`src/rtl/tx_frame_modulator_pkg.sv`:
```
// ============================================================================
// Module      : tx_frame_modulator_pkg
// Description : Shared tx/rx definitions: frame defaults, symbol/alpha widths,
//               FSM state encoding and the bit-to-amplitude mapper.
// Revision    : 1.0 - initial release
// ============================================================================
`default_nettype none

package tx_frame_modulator_pkg;

    localparam int c_N_DEF      = 128;
    localparam int c_STRIDE_DEF = 37;
    localparam int c_OFFSET_DEF = 0;
    localparam int c_AMP_I_DEF  = 3;
    localparam int c_AMP_Q_DEF  = 1;
    localparam int c_SYM_W      = 4;
    localparam int c_ALPHA_W    = 8;

    typedef enum logic [0:0] {
        ST_IDLE = 1'b0,
        ST_SEND = 1'b1
    } tx_state_t;

    // A set bit maps to +amp, a clear bit to -amp in two's complement.
    function automatic logic [c_SYM_W-1:0] map_sym(input logic b, input logic [c_SYM_W-1:0] amp);
        return b ? amp : -amp;
    endfunction

endpackage

`default_nettype wire

```
`src/rtl/tx_frame_modulator_if.sv`:
```
// ============================================================================
// Module      : tx_frame_modulator_if
// Description : Frame-in / symbol-out handshake bundle of the tx modulator.
// Revision    : 1.0 - initial release
// ============================================================================
`default_nettype none

interface tx_frame_modulator_if
    import tx_frame_modulator_pkg::*;
#(
    parameter int N = c_N_DEF
);

    logic [N-1:0]           frame_data;
    logic                   frame_valid;
    logic                   frame_ready;
    logic [c_SYM_W-1:0]     i_out;
    logic [c_SYM_W-1:0]     q_out;
    logic [c_ALPHA_W-1:0]   alpha_sym;
    logic                   sym_valid;
    logic                   sym_ready;
    logic                   frame_done;

    modport master (
        output frame_data, frame_valid, sym_ready,
        input  frame_ready, i_out, q_out, alpha_sym, sym_valid, frame_done
    );

    modport slave (
        input  frame_data, frame_valid, sym_ready,
        output frame_ready, i_out, q_out, alpha_sym, sym_valid, frame_done
    );

endinterface

`default_nettype wire

```
`src/rtl/tx_perm_gen.sv`:
```
// ============================================================================
// Module      : tx_perm_gen
// Description : Modular-stride interleaver address generator with symbol
//               counter; alpha is the address of the symbol loaded this cycle.
// Revision    : 1.0 - initial release
// ============================================================================
`default_nettype none

module tx_perm_gen #(
    parameter int N      = 128,
    parameter int STRIDE = 37,
    parameter int OFFSET = 0,
    localparam int AW    = $clog2(N)
) (
    input  wire logic          clk,
    input  wire logic          rst,
    input  wire logic          load,
    input  wire logic          advance,
    output logic [AW-1:0]      alpha,
    output logic               last
);

    localparam logic [AW-1:0] c_STRIDE = AW'(STRIDE);
    localparam logic [AW-1:0] c_OFFSET = AW'(OFFSET);
    localparam logic [AW-1:0] c_LAST   = AW'(N - 1);

    logic [AW-1:0] r_alpha;
    logic [AW-1:0] r_k;
    logic [AW-1:0] w_alpha_adv;

    // N is a power of two, so the AW-bit add wraps exactly modulo N.
    assign w_alpha_adv = r_alpha + c_STRIDE;

    always_ff @(posedge clk or posedge rst) begin
        if (rst) begin
            r_alpha <= '0;
            r_k     <= '0;
        end else if (load) begin
            r_alpha <= c_OFFSET;
            r_k     <= '0;
        end else if (advance) begin
            r_alpha <= w_alpha_adv;
            r_k     <= r_k + AW'(1);
        end
    end

    assign alpha = load ? c_OFFSET : (advance ? w_alpha_adv : r_alpha);
    assign last  = (r_k == c_LAST);

endmodule

`default_nettype wire

```
`src/rtl/tx_frame_modulator.sv`:
```
// ============================================================================
// Module      : tx_frame_modulator
// Description : Latches an N-bit frame, interleaves it and emits one signed
//               4-bit I/Q symbol per bit, tagged with its interleaver address.
// Revision    : 1.0 - initial release
// ============================================================================
`default_nettype none

module tx_frame_modulator
    import tx_frame_modulator_pkg::*;
#(
    parameter int N      = c_N_DEF,
    parameter int STRIDE = c_STRIDE_DEF,
    parameter int OFFSET = c_OFFSET_DEF,
    parameter int AMP_I  = c_AMP_I_DEF,
    parameter int AMP_Q  = c_AMP_Q_DEF
) (
    input  wire logic              clk,
    input  wire logic              rst,
    tx_frame_modulator_if.slave    bus
);

    localparam int               c_AW    = $clog2(N);
    localparam logic [c_SYM_W-1:0] c_AMP_I = c_SYM_W'(AMP_I);
    localparam logic [c_SYM_W-1:0] c_AMP_Q = c_SYM_W'(AMP_Q);

    tx_state_t              r_state;
    tx_state_t              w_state_next;
    logic                   w_frame_ready;
    logic                   w_accept;
    logic                   w_xfer;
    logic                   w_bit;
    logic                   w_last;
    logic [c_AW-1:0]        w_alpha;
    logic [N-1:0]           r_frame;
    logic                   r_sym_valid;
    logic                   r_frame_done;
    logic [c_SYM_W-1:0]     r_i;
    logic [c_SYM_W-1:0]     r_q;
    logic [c_ALPHA_W-1:0]   r_alpha_sym;

    assign w_accept = w_frame_ready && bus.frame_valid;
    assign w_xfer   = r_sym_valid && bus.sym_ready;

    tx_perm_gen #(
        .N      (N),
        .STRIDE (STRIDE),
        .OFFSET (OFFSET)
    ) u_perm (
        .clk     (clk),
        .rst     (rst),
        .load    (w_accept),
        .advance (w_xfer),
        .alpha   (w_alpha),
        .last    (w_last)
    );

    // Symbol 0 is taken straight from the input bus on the accept edge.
    assign w_bit = w_accept ? bus.frame_data[w_alpha] : r_frame[w_alpha];

    always_ff @(posedge clk or posedge rst) begin
        if (rst) begin
            r_state <= ST_IDLE;
        end else begin
            r_state <= w_state_next;
        end
    end

    always_comb begin
        w_state_next  = r_state;
        w_frame_ready = 1'b0;
        case (r_state)
            ST_IDLE: begin
                w_frame_ready = 1'b1;
                if (bus.frame_valid) begin
                    w_state_next = ST_SEND;
                end
            end
            ST_SEND: begin
                if (w_xfer && w_last) begin
                    w_state_next = ST_IDLE;
                end
            end
            default: w_state_next = ST_IDLE;
        endcase
    end

    always_ff @(posedge clk or posedge rst) begin
        if (rst) begin
            r_frame      <= '0;
            r_sym_valid  <= 1'b0;
            r_frame_done <= 1'b0;
            r_i          <= '0;
            r_q          <= '0;
            r_alpha_sym  <= '0;
        end else begin
            r_frame_done <= 1'b0;
            if (w_accept || (w_xfer && !w_last)) begin
                r_sym_valid <= 1'b1;
                r_i         <= map_sym(w_bit, c_AMP_I);
                r_q         <= map_sym(w_bit, c_AMP_Q);
                r_alpha_sym <= c_ALPHA_W'(w_alpha);
            end else if (w_xfer) begin
                r_sym_valid  <= 1'b0;
                r_frame_done <= 1'b1;
            end
            if (w_accept) begin
                r_frame <= bus.frame_data;
            end
        end
    end

    assign bus.frame_ready = w_frame_ready;
    assign bus.sym_valid   = r_sym_valid;
    assign bus.frame_done  = r_frame_done;
    assign bus.i_out       = r_i;
    assign bus.q_out       = r_q;
    assign bus.alpha_sym   = r_alpha_sym;

endmodule

`default_nettype wire

```
`src/flat_wrapper.sv`:
```
// flat-port wrapper written by rule: the top's interface ports become plain ports
module tx_frame_modulator_flat import tx_frame_modulator_pkg::*;
#(
    parameter int N      = c_N_DEF,
    parameter int STRIDE = c_STRIDE_DEF,
    parameter int OFFSET = c_OFFSET_DEF,
    parameter int AMP_I  = c_AMP_I_DEF,
    parameter int AMP_Q  = c_AMP_Q_DEF
)
  (clk, rst, bus_frame_data, bus_frame_valid, bus_sym_ready, bus_frame_ready, bus_i_out, bus_q_out, bus_alpha_sym, bus_sym_valid, bus_frame_done);
  tx_frame_modulator_if #(.N(N)) bus_i ();
  input  wire logic clk;
  input  wire logic rst;
  input wire logic [$bits(bus_i.frame_data)-1:0] bus_frame_data;
  input wire logic [$bits(bus_i.frame_valid)-1:0] bus_frame_valid;
  input wire logic [$bits(bus_i.sym_ready)-1:0] bus_sym_ready;
  output wire logic [$bits(bus_i.frame_ready)-1:0] bus_frame_ready;
  output wire logic [$bits(bus_i.i_out)-1:0] bus_i_out;
  output wire logic [$bits(bus_i.q_out)-1:0] bus_q_out;
  output wire logic [$bits(bus_i.alpha_sym)-1:0] bus_alpha_sym;
  output wire logic [$bits(bus_i.sym_valid)-1:0] bus_sym_valid;
  output wire logic [$bits(bus_i.frame_done)-1:0] bus_frame_done;
  assign bus_i.frame_data = bus_frame_data;
  assign bus_i.frame_valid = bus_frame_valid;
  assign bus_i.sym_ready = bus_sym_ready;
  assign bus_frame_ready = bus_i.frame_ready;
  assign bus_i_out = bus_i.i_out;
  assign bus_q_out = bus_i.q_out;
  assign bus_alpha_sym = bus_i.alpha_sym;
  assign bus_sym_valid = bus_i.sym_valid;
  assign bus_frame_done = bus_i.frame_done;
  tx_frame_modulator #(.N(N), .STRIDE(STRIDE), .OFFSET(OFFSET), .AMP_I(AMP_I), .AMP_Q(AMP_Q)) u_core (.clk(clk), .rst(rst), .bus(bus_i));
endmodule
```
`config.mk`:
```
export PLATFORM = sky130hd
export DESIGN_NAME = tx_frame_modulator_flat
export DESIGN_NICKNAME = d
export VERILOG_FILES = /design/src/rtl/tx_frame_modulator_pkg.sv /design/src/rtl/tx_frame_modulator_if.sv /design/src/rtl/tx_perm_gen.sv /design/src/rtl/tx_frame_modulator.sv /design/src/flat_wrapper.sv
export SDC_FILE = /design/constraint.sdc
export NUM_CORES = 1
export LEC_CHECK = 0
export CAP_MARGIN = 40
export CORE_MARGIN = 1.5
export CORE_UTILIZATION = 47
export CTS_CLUSTER_SIZE = 12
export DETAILED_ROUTE_END_ITERATION = 8
export HOLD_SLACK_MARGIN = 0.15
export PLACE_DENSITY = 0.8
export SYNTH_ARGS = -nofsm -noshare
export SYNTH_HDL_FRONTEND = slang
export SYNTH_SLANG_ARGS = --single-unit
export TNS_END_PERCENT = 50
```
`constraint.sdc`:
```
create_clock -name clk -period 5.3 [get_ports clk]
set_input_delay 1.06 -clock clk [delete_from_list [all_inputs] [get_ports clk]]
set_output_delay 1.06 -clock clk [all_outputs]
set_load 0.01 [all_outputs]
```
# After elaboration in Yosys (flattened, before gate mapping)
# Cells that the tools add are included.
[totals] elab_cells=41 register_bits=160 input_bits=132
[classes] magnitude_cmp=1 reduce_logical=8 n_mux=19 add_sub_neg=2 n_bitwise=1 n_eq_ne=1
[ops] operator="7-bit two-way mux" n=4
[ops] operator="1-bit binary-select mux with 7-bit select" n=2
[ops] operator="1-bit two-way mux" n=10
[ops] operator="7-bit by 8-bit < comparator with 1-bit output, second input constant" n=1
[ops] operator="4-bit two-way mux" n=2
[ops] operator="7-bit by 1-bit adder with 7-bit output, second input constant" n=1
[ops] operator="7-bit by 6-bit adder with 7-bit output, second input constant" n=1
[ops] operator="7-bit == test, second input constant" n=1
[ops] operator="1-bit logical AND" n=4
[ops] operator="2-bit nonzero test" n=2
[ops] operator="1-bit one-hot mux with 2 select lines" n=1
[ops] operator="1-bit zero test" n=1
[ops] operator="1-bit logical OR" n=1
[ops] operator="1-bit inverter" n=1

# Depth between registers and ports, before layout
[logic_depth] word_depth=7 depth_mapped=12 depth_no_buf=10

# Cells and area by module
# Synthesis repeated with hierarchy kept, for this count alone.
[hier_totals] hier_cells=868 area_unflattened_um2=8291.7
[modules_own_cells] module="tx_frame_modulator" instances=1 area_each_um2=7592.3 cells_each=798 seq_area_each_um2=3528.4
[modules_own_cells] module="tx_perm_gen" instances=1 area_each_um2=699.4 cells_each=70 seq_area_each_um2=350.3

# Worst setup path after synthesis
# No wires, ideal clock.
[synth_path] kind="input to register" from="input port bus_sym_ready" to="register u_core.r_q[2], in the netlist u_core.bus.q_out[2]" stages=11 slack_ns=2.117 arrival_ns=3.044 cell_sequence="buf_2 -> and3b_1 -> o21ai_4 -> buf_2 -> buf_2 -> nand2_1 -> a22o_1 -> a211oi_1 -> o2111ai_1 -> nor4b_1 -> a211oi_1"
[synth_via] elab_chain_cells=7 word_cells_on_any_way=11
[synth_rtl] item="start, declared" line_no="flat_wrapper.sv:16" text="input wire logic [$bits(bus_i.sym_ready)-1:0] bus_sym_ready;"
[synth_rtl] item="1-bit logical AND (*)" line_no="tx_frame_modulator.sv:43" text="assign w_xfer = r_sym_valid && bus.sym_ready;"
[synth_rtl] item="7-bit two-way mux (2 in series)"
[synth_rtl] item="1-bit binary-select mux with 7-bit select" line_no="tx_frame_modulator.sv:59" text="assign w_bit = w_accept ? bus.frame_data[w_alpha] : r_frame[w_alpha];"
[synth_rtl] item="1-bit two-way mux (implied by the code)" line_no="tx_frame_modulator.sv:59"
[synth_rtl] item="1-bit two-way mux" line_no="tx_frame_modulator.sv:59"
[synth_rtl] item="4-bit two-way mux" line_no="tx_frame_modulator_pkg.sv:26" text="return b ? amp : -amp;"
[synth_rtl] item="end signal, assigned" line_no="tx_frame_modulator.sv:101" text="r_q <= map_sym(w_bit, c_AMP_Q);"
[synth_rtl] item="end, declared" line_no="tx_frame_modulator.sv:39" text="logic [c_SYM_W-1:0] r_q;"
# Every way passes the cells marked *; elsewhere a longest branch is shown, timed or not. The select of a mux whose other input is x is not followed.
# A chain may end at the register's enable or synchronous reset.

# Final worst setup path
[layout_path] from="input port bus_sym_ready" to="register u_core.r_i[1], in the netlist u_core.bus.i_out[1]"
[layout_via] elab_chain_cells=7 word_cells_on_any_way=11
[layout_rtl] item="1-bit logical AND (*)" line_no="tx_frame_modulator.sv:43"
[layout_rtl] item="7-bit two-way mux (2 in series)"
[layout_rtl] item="1-bit binary-select mux with 7-bit select" line_no="tx_frame_modulator.sv:59"
[layout_rtl] item="1-bit two-way mux (implied by the code)" line_no="tx_frame_modulator.sv:59"
[layout_rtl] item="1-bit two-way mux" line_no="tx_frame_modulator.sv:59"
[layout_rtl] item="4-bit two-way mux" line_no="tx_frame_modulator_pkg.sv:26"
[layout_rtl] item="end signal, assigned" line_no="tx_frame_modulator.sv:100" text="r_i <= map_sym(w_bit, c_AMP_I);"
[layout_rtl] item="end, declared" line_no="tx_frame_modulator.sv:38" text="logic [c_SYM_W-1:0] r_i;"
# Marked as above.

==> impl_results.md <==
- Status: complete, no violations
- Hold Buf Count CTS: 0
- Mux cell area share after synthesis: 6.104%
- Sequential area share after synthesis: 52.13%
- Worst-path clk slew: 70 ps
- Async SR Flop Fraction: 100.0%
- Compound-Gate Fraction of Synth Area: roughly 9%
- Synthesis warning total: 0
- Synth Area in Simple Gates: 27.34%
- Avg WL per Cell: 15.99 um
- Vias in the first global route: slightly above 6,000
- Via/cell ratio: between 5 and 6
- Most frequent cell after synthesis: nand2_1
- Cell Area, Synth: 7441 um2
- Top cell type's share of synthesized area: between 50% and 60%
- Via count: 6,459
- Pin count of the biggest net entering global routing: 61
- Post-layout power: 4.112 mW
- CP startpoint kind: input pin
- Clock Tree Buf Depth: 2
- Antenna cells: 0
- Worst setup EP type: flip-flop
- Fraction of layout cells with a size suffix above 1: 6.269%
- Largest fanout on the critical path: 35
- Synthesis-stage register bit count: 155
- Syn_nets: 1,004
- Post-Syn Area per Cell: 8.553 um2
- Pwr dens: 424.1 nW/um2
- First-pass GRT wire length: ~32,000 um
- Final setup vio count: 0
- Htree depth: 4
- Skew-Pair Late Insertion Delay: 440 ps
- Worst hold-check path type: reg2reg
- Final ANT Viol Nets: 0
- Number of synthesized flops with an enable pin: 0
- DR iter-0 viols: 459
- Worst endpoint required time: around 5600 ps
- Period utilization: 73.15%
- Synth Area in XOR/XNOR: 1.059%
- Top cells by count, synth: nand2_1 (431), dfrtp_1 (155), clkbuf_1 (37)
- Hold Slack: between 400 and 500 ps
- Crit path DAT: 4200 ps
- Setup Skew: between 9 and 10 ps
- RSZ-0062 raised after global routing: false
- Max-Cap Viols: 0
- Crit path kind: in2reg
- CORE AREA: 15,310 um2
- CTS Root Cell: clkbuf_16
- Synthesis-to-layout area growth: 30.30%
- Fmax: 0.2579 GHz
- Area contributors post-synth: dfrtp_1 (52%), nand2_1 (22%), mux2i_1 (3.2%)
- Fillers: between 1,000 and 1,500
- Clock sinks: ~160
- Grt total ovfl: 0
- Fin Setup TNS: 0 ps
- Number of CTS-inserted buffers: 17
- Leak pwr: 4.723 nW
- Nets: about 1,100
- Syn Inst Count: 870
- Most common flop cell mapped by yosys: dfrtp_1
- Worst slew margin: 41.91%
- Top Ports: 151
- Initial antenna violation count: 0
- Die height: 128.8 um
- IO Port Bufs: roughly 150
- Placed wire-length estimate: 13,530 um
- Final min period: 3877 ps
- Worst IR drop on VDD: 0.2967 mV
- PostCTS Resize Cnt: 0
- Die W: about 130 um
- Final hold violations: 0
- Initial Util: 48.59%
- # rows: 45
- Leading area contributor after synthesis: dfrtp_1
- Final slew viol count: 0
- Total track usage: 24.88%
- Post-synth cell types: 61
- TritonRoute pass-1 iters: 5
- Routability Congestion: 0.9361
- Routed wire length: around 19,000 um
- Post-synthesis adder-cell area fraction: 0.3363%
- Post-CTS setup buffer count: 0
- Worst slew pin tran: between 800 and 900 ps
- Clock tree from TritonCTS: yes
- Die area: 16,600 um2
- Largest family of logic cells by synthesized area: simple AND/OR/NAND/NOR gates
- Remaining routing DRC violations: 0
[metrics by stage]
step	area, um2	std cells	worst slack [ps]	utilization (%)
after CTS	9696	1216	1454	63.31
after detailed placement	9081	1184	1042	59.30
after floorplan	7441	870	61.85	-
final	9696	1216	1423	63.31
after global routing	9696	1216	1253	63.31
after global placement	9034	1182	1173	58.99
[per-layer routing]
| metal | routed length, um | GRT usage [%] | part of all wire [%] |
|---|---|---|---|
| met4 | 404 | 8.460 | 2.1 |
| met5 | 0 | 0 | 0 |
| met2 | 9337 | 40.39 | 48 |
| met1 | 8528 | 33.61 | 44 |
| met3 | 1170 | 4.948 | 6.0 |
[sequential cells by signal, summed over array words and instances, names as in the netlist]
register	count
u_core.bus.sym_valid	1
u_core.bus.frame_done	1
u_core.u_perm.r_alpha	7
u_core.bus.q_out	2
u_core.u_perm.r_k	7
u_core.bus.alpha_sym	7
u_core.bus.i_out	1
u_core.r_state	1
u_core.r_frame	128
[layout by cell type (no fill, tap or decap), types with 5 or more instances in the layout]
cell type and count:
or3_1 5, inv_6 6, mux4_2 8, nor3_1 5
dfrtp_1 155, clkbuf_16 17, a221oi_1 6, buf_4 10
xnor2_1 5, a21o_1 9, nand3_1 19, a211oi_1 7
clkdlybuf4s50_1 149, nor2_1 22, a21oi_1 18, inv_1 7
o21ai_0 9, nand2_1 431, mux2i_1 24, and2_1 7
[power by group]
part	internal (mW)	switching [mW]	leakage, nW
combinational	0.583	0.709	2.50
clock	0.750	0.528	0.289
sequential	1.38	0.163	1.94
[logic make-up (layout without fill, tap and decap cells)]
kind of cell,count (synthesis),after routing
muxes,35,35
other,1,1
DFF,155,155
adders and majority gates,2,2
buffers and inverters,68,203
xor gates and xnor gates,9,9
and+or+nand+nor,509,509
AOI/OAI and AO/OA,91,91
[final cells by class]
| type | count | area, um2 | share of cell area (%) |
|---|---|---|---|
| multi-input combinational | 647 | 3279 | 33.82 |
| clock inverter | 15 | 188.9 | 1.949 |
| tap | 211 | 264.0 | 2.723 |
| inverter | 10 | 45.04 | 0.4646 |
| timing repair buffer | 161 | 1614 | 16.65 |
| sequential | 155 | 3879 | 40.01 |
| clock buffer | 17 | 425.4 | 4.388 |
[worst max-delay path, stage by stage]
cell	delay (ps)
clkdlybuf4s50_1	570
a21boi_1	440
o21ai_4	120
inv_4	360
mux4_2	570
mux2i_1	200
o21ai_0	100
a311oi_1	400
nor4_1	100
a211o_1	240
[worst paths after layout]
kind | from | to | slack [ps] | cells past startpoint
worst max-delay path | bus_sym_ready | u_core.bus.i_out[1] | 1420 | 10
worst min-delay path | u_core.r_frame[17] | u_core.r_frame[17] | 470 | 2
worst max register to register | u_core.u_perm.r_alpha[0] | u_core.bus.i_out[1] | 2120 | 9
worst min register to register | u_core.r_frame[17] | u_core.r_frame[17] | 470 | 2
max in group asynchronous | rst | u_core.r_frame[91] | 3470 | 3
min in group asynchronous | rst | u_core.r_frame[33] | 1040 | 2
(Power assumes the default switching activity.)
